$ cat src/rtl/mem_lsu_pkg.sv
// mem_lsu_pkg: shared definitions for the MEM-stage load/store unit.
//   - aluop codes for the memory instructions (plus ADD/NOP for reference)
//   - stall polarity constant
//   - LSU state encoding (2 bits, exposed on the lsu_state debug port)
//   - helpers that classify an aluop as load or store
package mem_lsu_pkg;

    localparam int REG_W      = 32;
    localparam int REG_ADDR_W = 5;

    localparam logic [7:0] EXE_NOP_OP = 8'b0000_0000;
    localparam logic [7:0] EXE_ADD_OP = 8'b0010_0000;
    localparam logic [7:0] EXE_LB_OP  = 8'b1110_0000;
    localparam logic [7:0] EXE_LH_OP  = 8'b1110_0001;
    localparam logic [7:0] EXE_LW_OP  = 8'b1110_0011;
    localparam logic [7:0] EXE_LBU_OP = 8'b1110_0100;
    localparam logic [7:0] EXE_LHU_OP = 8'b1110_0101;
    localparam logic [7:0] EXE_SB_OP  = 8'b1110_1000;
    localparam logic [7:0] EXE_SH_OP  = 8'b1110_1001;
    localparam logic [7:0] EXE_SW_OP  = 8'b1110_1011;

    localparam logic NO_STOP = 1'b0;
    localparam logic STOP    = 1'b1;

    typedef enum logic [1:0] {
        LSU_IDLE  = 2'b00,
        LSU_WAIT  = 2'b01,
        LSU_DONE  = 2'b10,
        LSU_DRAIN = 2'b11
    } lsu_state_e;

    function automatic logic is_load_op(input logic [7:0] op);
        return (op == EXE_LB_OP) || (op == EXE_LBU_OP) || (op == EXE_LH_OP) ||
               (op == EXE_LHU_OP) || (op == EXE_LW_OP);
    endfunction

    function automatic logic is_store_op(input logic [7:0] op);
        return (op == EXE_SB_OP) || (op == EXE_SH_OP) || (op == EXE_SW_OP);
    endfunction

endpackage

$ cat src/rtl/mem_align.sv
// mem_align: purely combinational big-endian lane logic.
//   aluop      : memory operation code
//   addr_lo    : effective address bits [1:0]
//   store_data : register value to be stored
//   load_word  : 32-bit word returned by the bus
//   is_load / is_store : operation class
//   misaligned : halfword on odd address or word not on a 4-byte boundary
//   sel        : byte-lane enables (bit 3 = bits [31:24])
//   wdata      : store data replicated across all lanes
//   ldata      : extracted and sign/zero-extended load result
module mem_align
    import mem_lsu_pkg::*;
(
    input  logic [7:0]  aluop,
    input  logic [1:0]  addr_lo,
    input  logic [31:0] store_data,
    input  logic [31:0] load_word,
    output logic        is_load,
    output logic        is_store,
    output logic        misaligned,
    output logic [3:0]  sel,
    output logic [31:0] wdata,
    output logic [31:0] ldata
);

    logic [7:0]  byte_v;
    logic [15:0] half_v;

    always_comb begin
        is_load    = is_load_op(aluop);
        is_store   = is_store_op(aluop);
        misaligned = 1'b0;
        sel        = 4'b0000;
        wdata      = store_data;
        ldata      = load_word;

        // Big-endian: address offset 0 is the most significant byte.
        case (addr_lo)
            2'b00:   byte_v = load_word[31:24];
            2'b01:   byte_v = load_word[23:16];
            2'b10:   byte_v = load_word[15:8];
            default: byte_v = load_word[7:0];
        endcase
        half_v = addr_lo[1] ? load_word[15:0] : load_word[31:16];

        case (aluop)
            EXE_LB_OP, EXE_LBU_OP, EXE_SB_OP: begin
                sel   = 4'b1000 >> addr_lo;
                wdata = {4{store_data[7:0]}};
                ldata = (aluop == EXE_LB_OP) ? {{24{byte_v[7]}}, byte_v} : {24'h0, byte_v};
            end
            EXE_LH_OP, EXE_LHU_OP, EXE_SH_OP: begin
                misaligned = addr_lo[0];
                sel        = addr_lo[1] ? 4'b0011 : 4'b1100;
                wdata      = {2{store_data[15:0]}};
                ldata      = (aluop == EXE_LH_OP) ? {{16{half_v[15]}}, half_v} : {16'h0, half_v};
            end
            EXE_LW_OP, EXE_SW_OP: begin
                misaligned = (addr_lo != 2'b00);
                sel        = 4'b1111;
                wdata      = store_data;
                ldata      = load_word;
            end
            default: ;
        endcase
    end

endmodule

$ cat src/rtl/mem_lsu.sv
// mem_lsu: MEM pipeline stage with a variable-latency req/ack data bus.
//   Pipeline inputs (wreg_i, wd_i, wdata_i, whilo_i, hi_i, lo_i, aluop_i,
//   mem_addr_i, reg2_i, stall, flush) come from ex_mem / ctrl.
//   mem_* outputs feed mem_wb; stallreq_mem goes to ctrl.
//   align_err / bus_err are single-cycle error pulses.
//   dbus_* is the data bus; lsu_state exposes the FSM state for debug.
//
// Bus handshake: dbus_req rises with a stable address/sel/we/wdata and stays
// high with those fields unchanged until the cycle in which dbus_ack is high;
// that cycle completes the transfer (read data is sampled at its end). The
// request may be acked in the very cycle it first appears. Only a timeout or
// reset withdraws a request without an ack.
module mem_lsu
    import mem_lsu_pkg::*;
#(
    parameter int ACK_TIMEOUT = 0
)(
    input  logic        clk,
    input  logic        rst,
    input  logic        wreg_i,
    input  logic [4:0]  wd_i,
    input  logic [31:0] wdata_i,
    input  logic        whilo_i,
    input  logic [31:0] hi_i,
    input  logic [31:0] lo_i,
    input  logic [7:0]  aluop_i,
    input  logic [31:0] mem_addr_i,
    input  logic [31:0] reg2_i,
    input  logic [5:0]  stall,
    input  logic        flush,
    output logic        mem_wreg,
    output logic [4:0]  mem_wd,
    output logic [31:0] mem_wdata,
    output logic        mem_whilo,
    output logic [31:0] mem_hi,
    output logic [31:0] mem_lo,
    output logic        stallreq_mem,
    output logic        align_err,
    output logic        bus_err,
    output logic        dbus_req,
    output logic        dbus_we,
    output logic [31:0] dbus_addr,
    output logic [3:0]  dbus_sel,
    output logic [31:0] dbus_wdata,
    input  logic [31:0] dbus_rdata,
    input  logic        dbus_ack,
    output logic [1:0]  lsu_state
);

    localparam logic        TIMEOUT_EN  = (ACK_TIMEOUT > 0);
    localparam logic [15:0] TIMEOUT_CNT = 16'(ACK_TIMEOUT);

    lsu_state_e  state_q, state_d;
    logic [31:0] hold_q, hold_d;
    logic [15:0] cnt_q, cnt_d;
    logic [29:0] req_addr_q, req_addr_d;
    logic [3:0]  req_sel_q, req_sel_d;
    logic [31:0] req_wdata_q, req_wdata_d;
    logic        req_we_q, req_we_d;
    logic [7:0]  op_q, op_d;
    logic [1:0]  addr_lo_q, addr_lo_d;

    // Request side: decodes the op currently presented by ex_mem.
    logic        req_is_load, req_is_store, req_misaligned;
    logic [3:0]  req_sel;
    logic [31:0] req_wdata;
    logic [31:0] req_ldata_unused;

    mem_align u_req_align (
        .aluop      (aluop_i),
        .addr_lo    (mem_addr_i[1:0]),
        .store_data (reg2_i),
        .load_word  (32'h0),
        .is_load    (req_is_load),
        .is_store   (req_is_store),
        .misaligned (req_misaligned),
        .sel        (req_sel),
        .wdata      (req_wdata),
        .ldata      (req_ldata_unused)
    );

    // Hold side: extracts the load result from the latched bus word using
    // the op/offset captured at issue time.
    logic        hold_is_load;
    logic [31:0] hold_ldata;
    logic        hold_is_store_unused, hold_misaligned_unused;
    logic [3:0]  hold_sel_unused;
    logic [31:0] hold_wdata_unused;

    mem_align u_hold_align (
        .aluop      (op_q),
        .addr_lo    (addr_lo_q),
        .store_data (32'h0),
        .load_word  (hold_q),
        .is_load    (hold_is_load),
        .is_store   (hold_is_store_unused),
        .misaligned (hold_misaligned_unused),
        .sel        (hold_sel_unused),
        .wdata      (hold_wdata_unused),
        .ldata      (hold_ldata)
    );

    // Only stall[4] (MEM stage hold) matters here.
    logic stall_unused;
    assign stall_unused = ^{stall[5], stall[3:0]};

    logic mem_op, issue, in_flight, timeout_hit;

    assign mem_op      = req_is_load | req_is_store;
    assign issue       = (state_q == LSU_IDLE) && mem_op && !req_misaligned && !flush;
    assign in_flight   = (state_q == LSU_WAIT) || (state_q == LSU_DRAIN);
    // Timeout depends only on the counter, never on dbus_ack.
    assign timeout_hit = TIMEOUT_EN && in_flight && (cnt_q == TIMEOUT_CNT);

    always_comb begin
        state_d     = state_q;
        hold_d      = hold_q;
        cnt_d       = cnt_q;
        req_addr_d  = req_addr_q;
        req_sel_d   = req_sel_q;
        req_wdata_d = req_wdata_q;
        req_we_d    = req_we_q;
        op_d        = op_q;
        addr_lo_d   = addr_lo_q;

        case (state_q)
            LSU_IDLE: begin
                if (issue) begin
                    req_addr_d  = mem_addr_i[31:2];
                    req_sel_d   = req_sel;
                    req_wdata_d = req_wdata;
                    req_we_d    = req_is_store;
                    op_d        = aluop_i;
                    addr_lo_d   = mem_addr_i[1:0];
                    cnt_d       = 16'h0;
                    if (dbus_ack) begin
                        hold_d  = dbus_rdata;
                        state_d = LSU_DONE;
                    end else begin
                        state_d = LSU_WAIT;
                    end
                end
            end
            LSU_WAIT: begin
                cnt_d = cnt_q + 16'd1;
                if (timeout_hit) begin
                    state_d = LSU_IDLE;
                end else if (dbus_ack) begin
                    hold_d  = dbus_rdata;
                    state_d = flush ? LSU_IDLE : LSU_DONE;
                end else if (flush) begin
                    // The issued transfer cannot be cancelled; wait it out.
                    state_d = LSU_DRAIN;
                end
            end
            LSU_DONE: begin
                if (flush || (stall[4] == NO_STOP)) begin
                    state_d = LSU_IDLE;
                end
            end
            default: begin // LSU_DRAIN
                cnt_d = cnt_q + 16'd1;
                if (timeout_hit || dbus_ack) begin
                    state_d = LSU_IDLE;
                end
            end
        endcase
    end

    always_ff @(posedge clk or negedge rst) begin
        if (!rst) begin
            state_q     <= LSU_IDLE;
            hold_q      <= 32'h0;
            cnt_q       <= 16'h0;
            req_addr_q  <= 30'h0;
            req_sel_q   <= 4'h0;
            req_wdata_q <= 32'h0;
            req_we_q    <= 1'b0;
            op_q        <= EXE_NOP_OP;
            addr_lo_q   <= 2'b00;
        end else begin
            state_q     <= state_d;
            hold_q      <= hold_d;
            cnt_q       <= cnt_d;
            req_addr_q  <= req_addr_d;
            req_sel_q   <= req_sel_d;
            req_wdata_q <= req_wdata_d;
            req_we_q    <= req_we_d;
            op_q        <= op_d;
            addr_lo_q   <= addr_lo_d;
        end
    end

    // Control outputs are gated by reset so a reset mid-access withdraws the
    // request immediately, without waiting for a clock edge.
    assign dbus_req     = rst && (issue || (in_flight && !timeout_hit));
    assign stallreq_mem = dbus_req;
    assign align_err    = rst && (state_q == LSU_IDLE) && mem_op && req_misaligned;
    assign bus_err      = rst && timeout_hit;

    assign dbus_addr  = in_flight ? {req_addr_q, 2'b00} : {mem_addr_i[31:2], 2'b00};
    assign dbus_sel   = in_flight ? req_sel_q   : req_sel;
    assign dbus_wdata = in_flight ? req_wdata_q : req_wdata;
    assign dbus_we    = in_flight ? req_we_q    : req_is_store;
    assign lsu_state  = state_q;

    always_comb begin
        mem_wreg  = wreg_i;
        mem_wd    = wd_i;
        mem_wdata = wdata_i;
        mem_whilo = whilo_i;
        mem_hi    = hi_i;
        mem_lo    = lo_i;
        if (state_q == LSU_DRAIN) begin
            // The flushed instruction's slot is a bubble.
            mem_wreg  = 1'b0;
            mem_wd    = 5'h0;
            mem_wdata = 32'h0;
            mem_whilo = 1'b0;
            mem_hi    = 32'h0;
            mem_lo    = 32'h0;
        end else if ((state_q == LSU_DONE) || mem_op) begin
            mem_whilo = 1'b0;
            mem_wdata = hold_ldata;
            mem_wreg  = (state_q == LSU_DONE) && hold_is_load && wreg_i;
        end
    end

endmodule

$ cat config.mk
export PLATFORM = sky130hd
export DESIGN_NAME = mem_lsu
export DESIGN_NICKNAME = d
export VERILOG_FILES = /design/src/rtl/mem_lsu_pkg.sv /design/src/rtl/mem_align.sv /design/src/rtl/mem_lsu.sv
export SDC_FILE = /design/constraint.sdc
export NUM_CORES = 1
export LEC_CHECK = 0
export CAP_MARGIN = 30
export CORE_MARGIN = 5
export CORE_UTILIZATION = 30
export CTS_CLUSTER_DIAMETER = 60
export DETAILED_ROUTE_END_ITERATION = 10
export PLACE_DENSITY = 0.61
export SLEW_MARGIN = 20
export SYNTH_ARGS = -nofsm -noshare
export SYNTH_HDL_FRONTEND = slang
export SYNTH_SLANG_ARGS = --single-unit
$ cat constraint.sdc
create_clock -name clk -period 3.2 [get_ports clk]
set_clock_uncertainty 0.2 [all_clocks]
set_input_delay 0.64 -clock clk [delete_from_list [all_inputs] [get_ports clk]]
set_output_delay 0.64 -clock clk [all_outputs]
set_load 0.005 [all_outputs]
======== Yosys cells after proc, flatten, opt, wreduce, memory -nomap -nowiden ========
Cells that the tools add are included.
word-level totals
  register bits ........................... 111
  input bits .............................. 217
  output and inout port bits .............. 178
  word-level logic and storage cells ...... 105
cells by class
  equality and inequality tests ........... 23
  shift operators ......................... 1
  muxes and demuxes ....................... 33
  bitwise logic cells ..................... 2
  reductions and logical operators ........ 38
operator list
  operator                                                               count
  32-bit two-way mux                                                     10
  32-bit case mux with 2 select lines                                    3
  8-bit equality test, second input constant                             15
  8-bit case mux with 3 select lines                                     1
  16-bit two-way mux                                                     1
  1-bit logical OR                                                       14
  2-bit two-way mux                                                      7
  4-bit case mux with 3 select lines                                     1
  3-bit OR reduction                                                     4
  1-bit logical AND                                                      9
  4-bit two-way mux                                                      2
  2-bit equality test, second input constant                             3
  2-bit case mux with 3 select lines                                     1
  1-bit two-way mux                                                      5
  5-bit two-way mux                                                      1
  2-bit by 1-bit equality test with 1-bit output, second input constant  2
  2-bit logical NOT                                                      2
  2-bit != test, second input constant                                   2
  2-bit AND reduction                                                    2
  4-bit AND reduction                                                    1
  2-bit nonzero test                                                     2
  4-bit nonzero test                                                     1
  4-bit by 2-bit right shift with 4-bit output, first input constant     1
  3-bit != test, second input constant                                   1
  other kinds (5)                                                        6

======== Depth between registers and ports, before layout ========
  depth after elaboration ................. 11
  depth in mapped cells ................... 8
  mapped depth without buffers ............ 7

======== By module ========
From an unflattened synthesis, not the netlist that was laid out.
unflattened totals
  cells, all modules ...................... 926
  area total of the unflattened synthesis .. 8889.8 µm²
by module, submodules not included
  module     times used  cells each  area each (µm²)  sequential area each (µm²)
  mem_lsu    1           524         6017.0           2777.7
  mem_align  2           201         1436.4           0.0

======== Worst setup path before layout ========
No wires, ideal clock.
  path type ............................... input to output
  start ................................... input port aluop_i[1]
  end ..................................... output port stallreq_mem
  data arrival time ....................... 2.089 ns
  required time ........................... 2.360 ns
  setup slack ............................. 0.271 ns
  stages .................................. 7
  path buffers ............................ 3
  cell sequence ........................... buf_6 -> a21o_1 -> a211oi_2 -> nand4_4 -> clkbuf_1 -> a21boi_0 -> buf_4
between the ends
  longest elaborated chain between the ends .. 11
  elaborated cells on any way between the ends .. 24
  those cells by class .................... eq/ne: 8; mux: 1; bitwise: 1; reduce/logical: 14
RTL lines
  item                                    line               source
  start: declaration                      mem_lsu.sv:26      input logic [7:0] aluop_i,
  8-bit equality test (on tied branches)  -
  1-bit logical OR (3 in series)          mem_lsu_pkg.sv:33  return (op == EXE_LB_OP) || (op == EXE_LBU_OP) || (op == EXE_LH_OP) ||
  1-bit logical OR                        mem_lsu_pkg.sv:34  (op == EXE_LHU_OP) || (op == EXE_LW_OP);
  1-bit bitwise OR                        mem_lsu.sv:109     assign mem_op = req_is_load | req_is_store;
  1-bit logical AND                       mem_lsu.sv:110     assign issue = (state_q == LSU_IDLE) && mem_op && !req_misaligned && !flush;
  1-bit logical AND (*) (2 in series)     mem_lsu.sv:110
  1-bit logical OR (*)                    mem_lsu.sv:196     assign dbus_req = rst && (issue || (in_flight && !timeout_hit));
  1-bit logical AND (*)                   mem_lsu.sv:196
  end: declaration                        mem_lsu.sv:37      output logic stallreq_mem,
Mark *: on every way between the ends. The rest lies on a longest branch, timed or not.

======== Final worst setup path ========
  start ................................... input port aluop_i[2]
  end ..................................... register state_q[1] (netlist: lsu_state[1])
between the ends
  longest elaborated chain between the ends .. 11
  elaborated cells on any way between the ends .. 24
  those cells by class .................... eq/ne: 9; mux: 1; bitwise: 1; reduce/logical: 13
RTL lines
  item                                    line               source
  8-bit equality test (on tied branches)  -
  1-bit logical OR (3 in series)          mem_lsu_pkg.sv:33
  1-bit logical OR                        mem_lsu_pkg.sv:34
  1-bit bitwise OR                        mem_lsu.sv:109
  1-bit logical AND                       mem_lsu.sv:110
  1-bit logical AND (*) (2 in series)     mem_lsu.sv:110
  2-bit != test (no line) (*)             -
  4-bit AND reduction (no line) (*)       -
  end signal: assignment                  mem_lsu.sv:182     state_q <= state_d;
  end: declaration                        mem_lsu.sv:53      lsu_state_e state_q, state_d;
Marks and branches as above.
A chain may end at the register's enable or synchronous reset.

==> results by group <==
Logic synthesis
  • Post-synth EDFFs: 0
  • Register area share after synthesis: 0.368
  • Syn avg cell area: around 9.0 µm²
  • Synth async-reset ratio: 1.00
  • Top post-synthesis cells by count: nand2_1, dfrtp_1, mux2_4
  • Distinct cell type count after synthesis: 48
  • Post-synth top area share: 0.368
  • FF+latch count, synth: 111
  • Count leader, synth: nand2_1
  • Synth warn: 0
  • Synthesized instance count: roughly 830
  • Yosys top cell by area: dfrtp_1
  • Synth Flop Type: dfrtp_1
  • Top post-synthesis cells by area: dfrtp_1, mux2_4, nand2_1
  • Mapped cell area: about 7500 µm²

Worst setup path
  • R2R depth: 6
  • CP startpoint kind: primary input
  • Worst r2r dst: req_wdata_q[2]$_DFFE_PN0P_
  • Worst R2R Setup Slack: 0.69 ns
  • Worst r2r src: lsu_state[0]$_DFFE_PN0P_
  • Data required time of the critical path: 3.23 ns
  • Crit. End Element: register
  • Setup Crit Path Kind: primary input to register
  • Crit-path max FO: 3
  • WP data arrival: between 3 and 4 ns

Floorplanning
  • Die Width: about 170 µm
  • Die Ht: 169 µm
  • Core Area: 25000 µm²
  • Io pins: approximately 400
  • Full die area: 28400 µm²
  • Site row count: 58
  • Initial Utilization: 0.302

CTS
  • CTS clk-pin slew, worst paths: around 0.08 ns
  • # hold bufs at CTS: 0
  • CTS buffer count: 9
  • TritonCTS clock tree: done
  • Clock sink count: ~110
  • CTS max path bufs: 2
  • Clk root buf: clkbuf_16
  • Clk Latency, worst-skew pair: between 0.3 and 0.4 ns
  • H-Tree Level Count: 3

Place
  • Place WS: -0.602 ns
  • RD Place Congestion: roughly 0.94
  • Port-buffer cells: approximately 390
  • Post-DP HPWL: about 24000 µm

Timing
  • Minimum clock period: 3.17 ns
  • Setup TNS Final: 0 ns
  • Fmax: ~320 MHz
  • Post-route clock period utilization: 0.990
  • Slew Limit Headroom: 0.461
  • Max-slew violation count: 0
  • Min Hold Slack: approximately 0.12 ns
  • RSZ-0062 raised after global routing: yes
  • Final worst slack: around 0.033 ns
  • Hold Fails Final Rpt: 0
  • Setup-failing EPs final: 0
  • Least-Margin Pin Slew: 0.808 ns

GRT
  • Vias in the first global route: approximately 7900
  • GRT Total Usage: 0.210
  • Antenna violations before repair: 2
  • Global route overflow: 0
  • Largest net degree at the start of global routing: between 70 and 80
  • Global-route wire length before repair: 46600 µm

Pwr
  • Pleak: roughly 6.1 nW
  • Cell area power density: 648 nW/µm²
  • Register share of total power: 0.267
  • Comb power frac: 0.600
  • Peak VDD IR: approximately 0.37 mV
  • Int Pwr: about 5.3 mW
  • Sw Share: 0.379
  • Psw: roughly 3.3 mW
  • Clk pwr share: 0.134

Detailed routing
  • Drt wl/cell: 19.4 µm
  • DRT Pass-1 Iters: 4
  • Via count: a little under 8000
  • # DRC: 0
  • Mean number of vias per cell: 4.76
  • Post-Route WL: about 32000 µm
  • Initial DRC count: approximately 230
  • Post-route ant nets: 0

Cells and area
  • Nets: 1510
  • Area grow syn2layout: 75.9%
  • Register area: between 2000 and 3000 µm²
  • Fillers: around 2300
  • Ratio of cells with drive above 1 in the final layout: 0.225
  • Area of the multi-input gates: about 4700 µm²
  • Number of antenna diodes: 0

Run
  • Max-capacitance violation count: 0

Outcome
  • Status: completed

Worst hold path
  • HP Class: primary input to asynchronous set/reset pin
[flip-flops by register name, summed over array words and instances, names as in the netlist]
signal / cells
req_addr_q: 30
req_wdata_q: 32
req_we_q: 1
lsu_state: 2
hold_q: 32
op_q: 8
req_sel_q: 4
addr_lo_q: 2
[per-stage QoR]
| stage | power (mW) | utilization | cells | cell area, µm² |
|---|---|---|---|---|
| floorplan | 4.36 | - | 836 | 7550 |
| global placement | 6.97 | 0.489 | 1567 | 12200 |
| detailed placement | 7.00 | 0.489 | 1567 | 12200 |
| CTS | 8.35 | 0.517 | 1612 | 12900 |
| global route | 9.15 | 0.531 | 1624 | 13300 |
| finish | 8.58 | 0.531 | 1624 | 13300 |
[how the worst max path moves through the flow]
stage,startpoint,to,slack (ns)
after floorplan,aluop_i[1],stallreq_mem,0.27
after global placement,aluop_i[7],mem_wdata[1],-0.60
after detailed placement,aluop_i[4],mem_wdata[14],-0.60
after CTS,op_q[4]$_DFFE_PN0P_,mem_wdata[29],0.008
after global routing,op_q[4]$_DFFE_PN0P_,mem_wdata[8],-0.04
final,aluop_i[2],lsu_state[1]$_DFFE_PN0P_,0.03
[cells by family (layout without fill, tap and decap cells)]
logic type / Yosys count / count (layout) / synth area share
adder cells (fa/ha/maj): 4 / 4 / 0.00664
multiplexers: 116 / 116 / 0.204
other: 1 / 3 / 0.000497
flip-flops: 111 / 111 / 0.368
AND/OR/NAND/NOR: 358 / 358 / 0.228
AO/OA/AOI/OAI: 164 / 164 / 0.138
buffers and inverters: 80 / 538 / 0.0548
[cell usage in the layout, fill, tap and decap left out, drive strengths merged, types with 2 or more instances in the layout]
cell type,n
nand2b,9
mux2i,39
nor2b,71
mux2,77
a221oi,16
inv,15
o31ai,22
a22oi,2
clkdlybuf4s15,17
conb,3
clkbuf,21
a31oi,2
buf,125
clkdlybuf4s50,311
a211oi,3
nor3,16
a21oi,15
dfrtp,111
nand2,197
clkinv,3
nor3b,2
ha,4
o21ai,83
nand3b,18
dlygate4sd2,43
a21o,4
o22ai,8
nand4b,2
nand3,5
dlymetal6s2s,3
nor2,33
[final cells by class]
| type | count | share of cell area |
|---|---|---|
| timing repair buffer | 510 | 0.378 |
| multi-input combinational | 645 | 0.356 |
| sequential | 111 | 0.210 |
| tap | 330 | 0.0311 |
| clock buffer | 10 | 0.0180 |
| clock inverter | 6 | 0.00387 |
| inverter | 12 | 0.00340 |
[metal layers]
metal,GRT usage,vias to the layer above,share of wire
li1,-,3770,-
met1,0.222,3650,0.36
met2,0.407,270,0.54
met3,0.0633,37,0.073
met4,0.0473,4,0.019
met5,0,-,0.00067
[power groups by stage]
stage               clock network (mW)  logic [mW]  registers [mW]
floorplan                            0        2.25            2.10
global placement                     0        4.68            2.29
detailed placement                   0        4.71            2.29
CTS                               1.19        4.87            2.28
global route                      1.24        5.56            2.35
finish                            1.15        5.15            2.29
[critical path, stage by stage]
cell and delay (ns):
dlygate4sd2_1 0.24, buf_4 0.15, buf_4 0.11, o21a_1 0.17
a211oi_4 0.06, buf_4 0.14, buf_4 0.12, buf_4 0.12
buf_4 0.13, buf_4 0.12, buf_4 0.12, buf_4 0.12
buf_4 0.12, buf_4 0.12, buf_4 0.11, buf_4 0.12
buf_4 0.12, nand3_1 0.11, a21o_1 0.17, a22oi_2 0.09
[repair_timing]
item	4_1_cts	5_1_grt
gates cloned	2	6
buffers inserted	28	7
gates resized for setup	156	66
setup endpoints to repair	126	98
pin swaps	15	16
No activity file was read; power rests on OpenSTA's default activity.
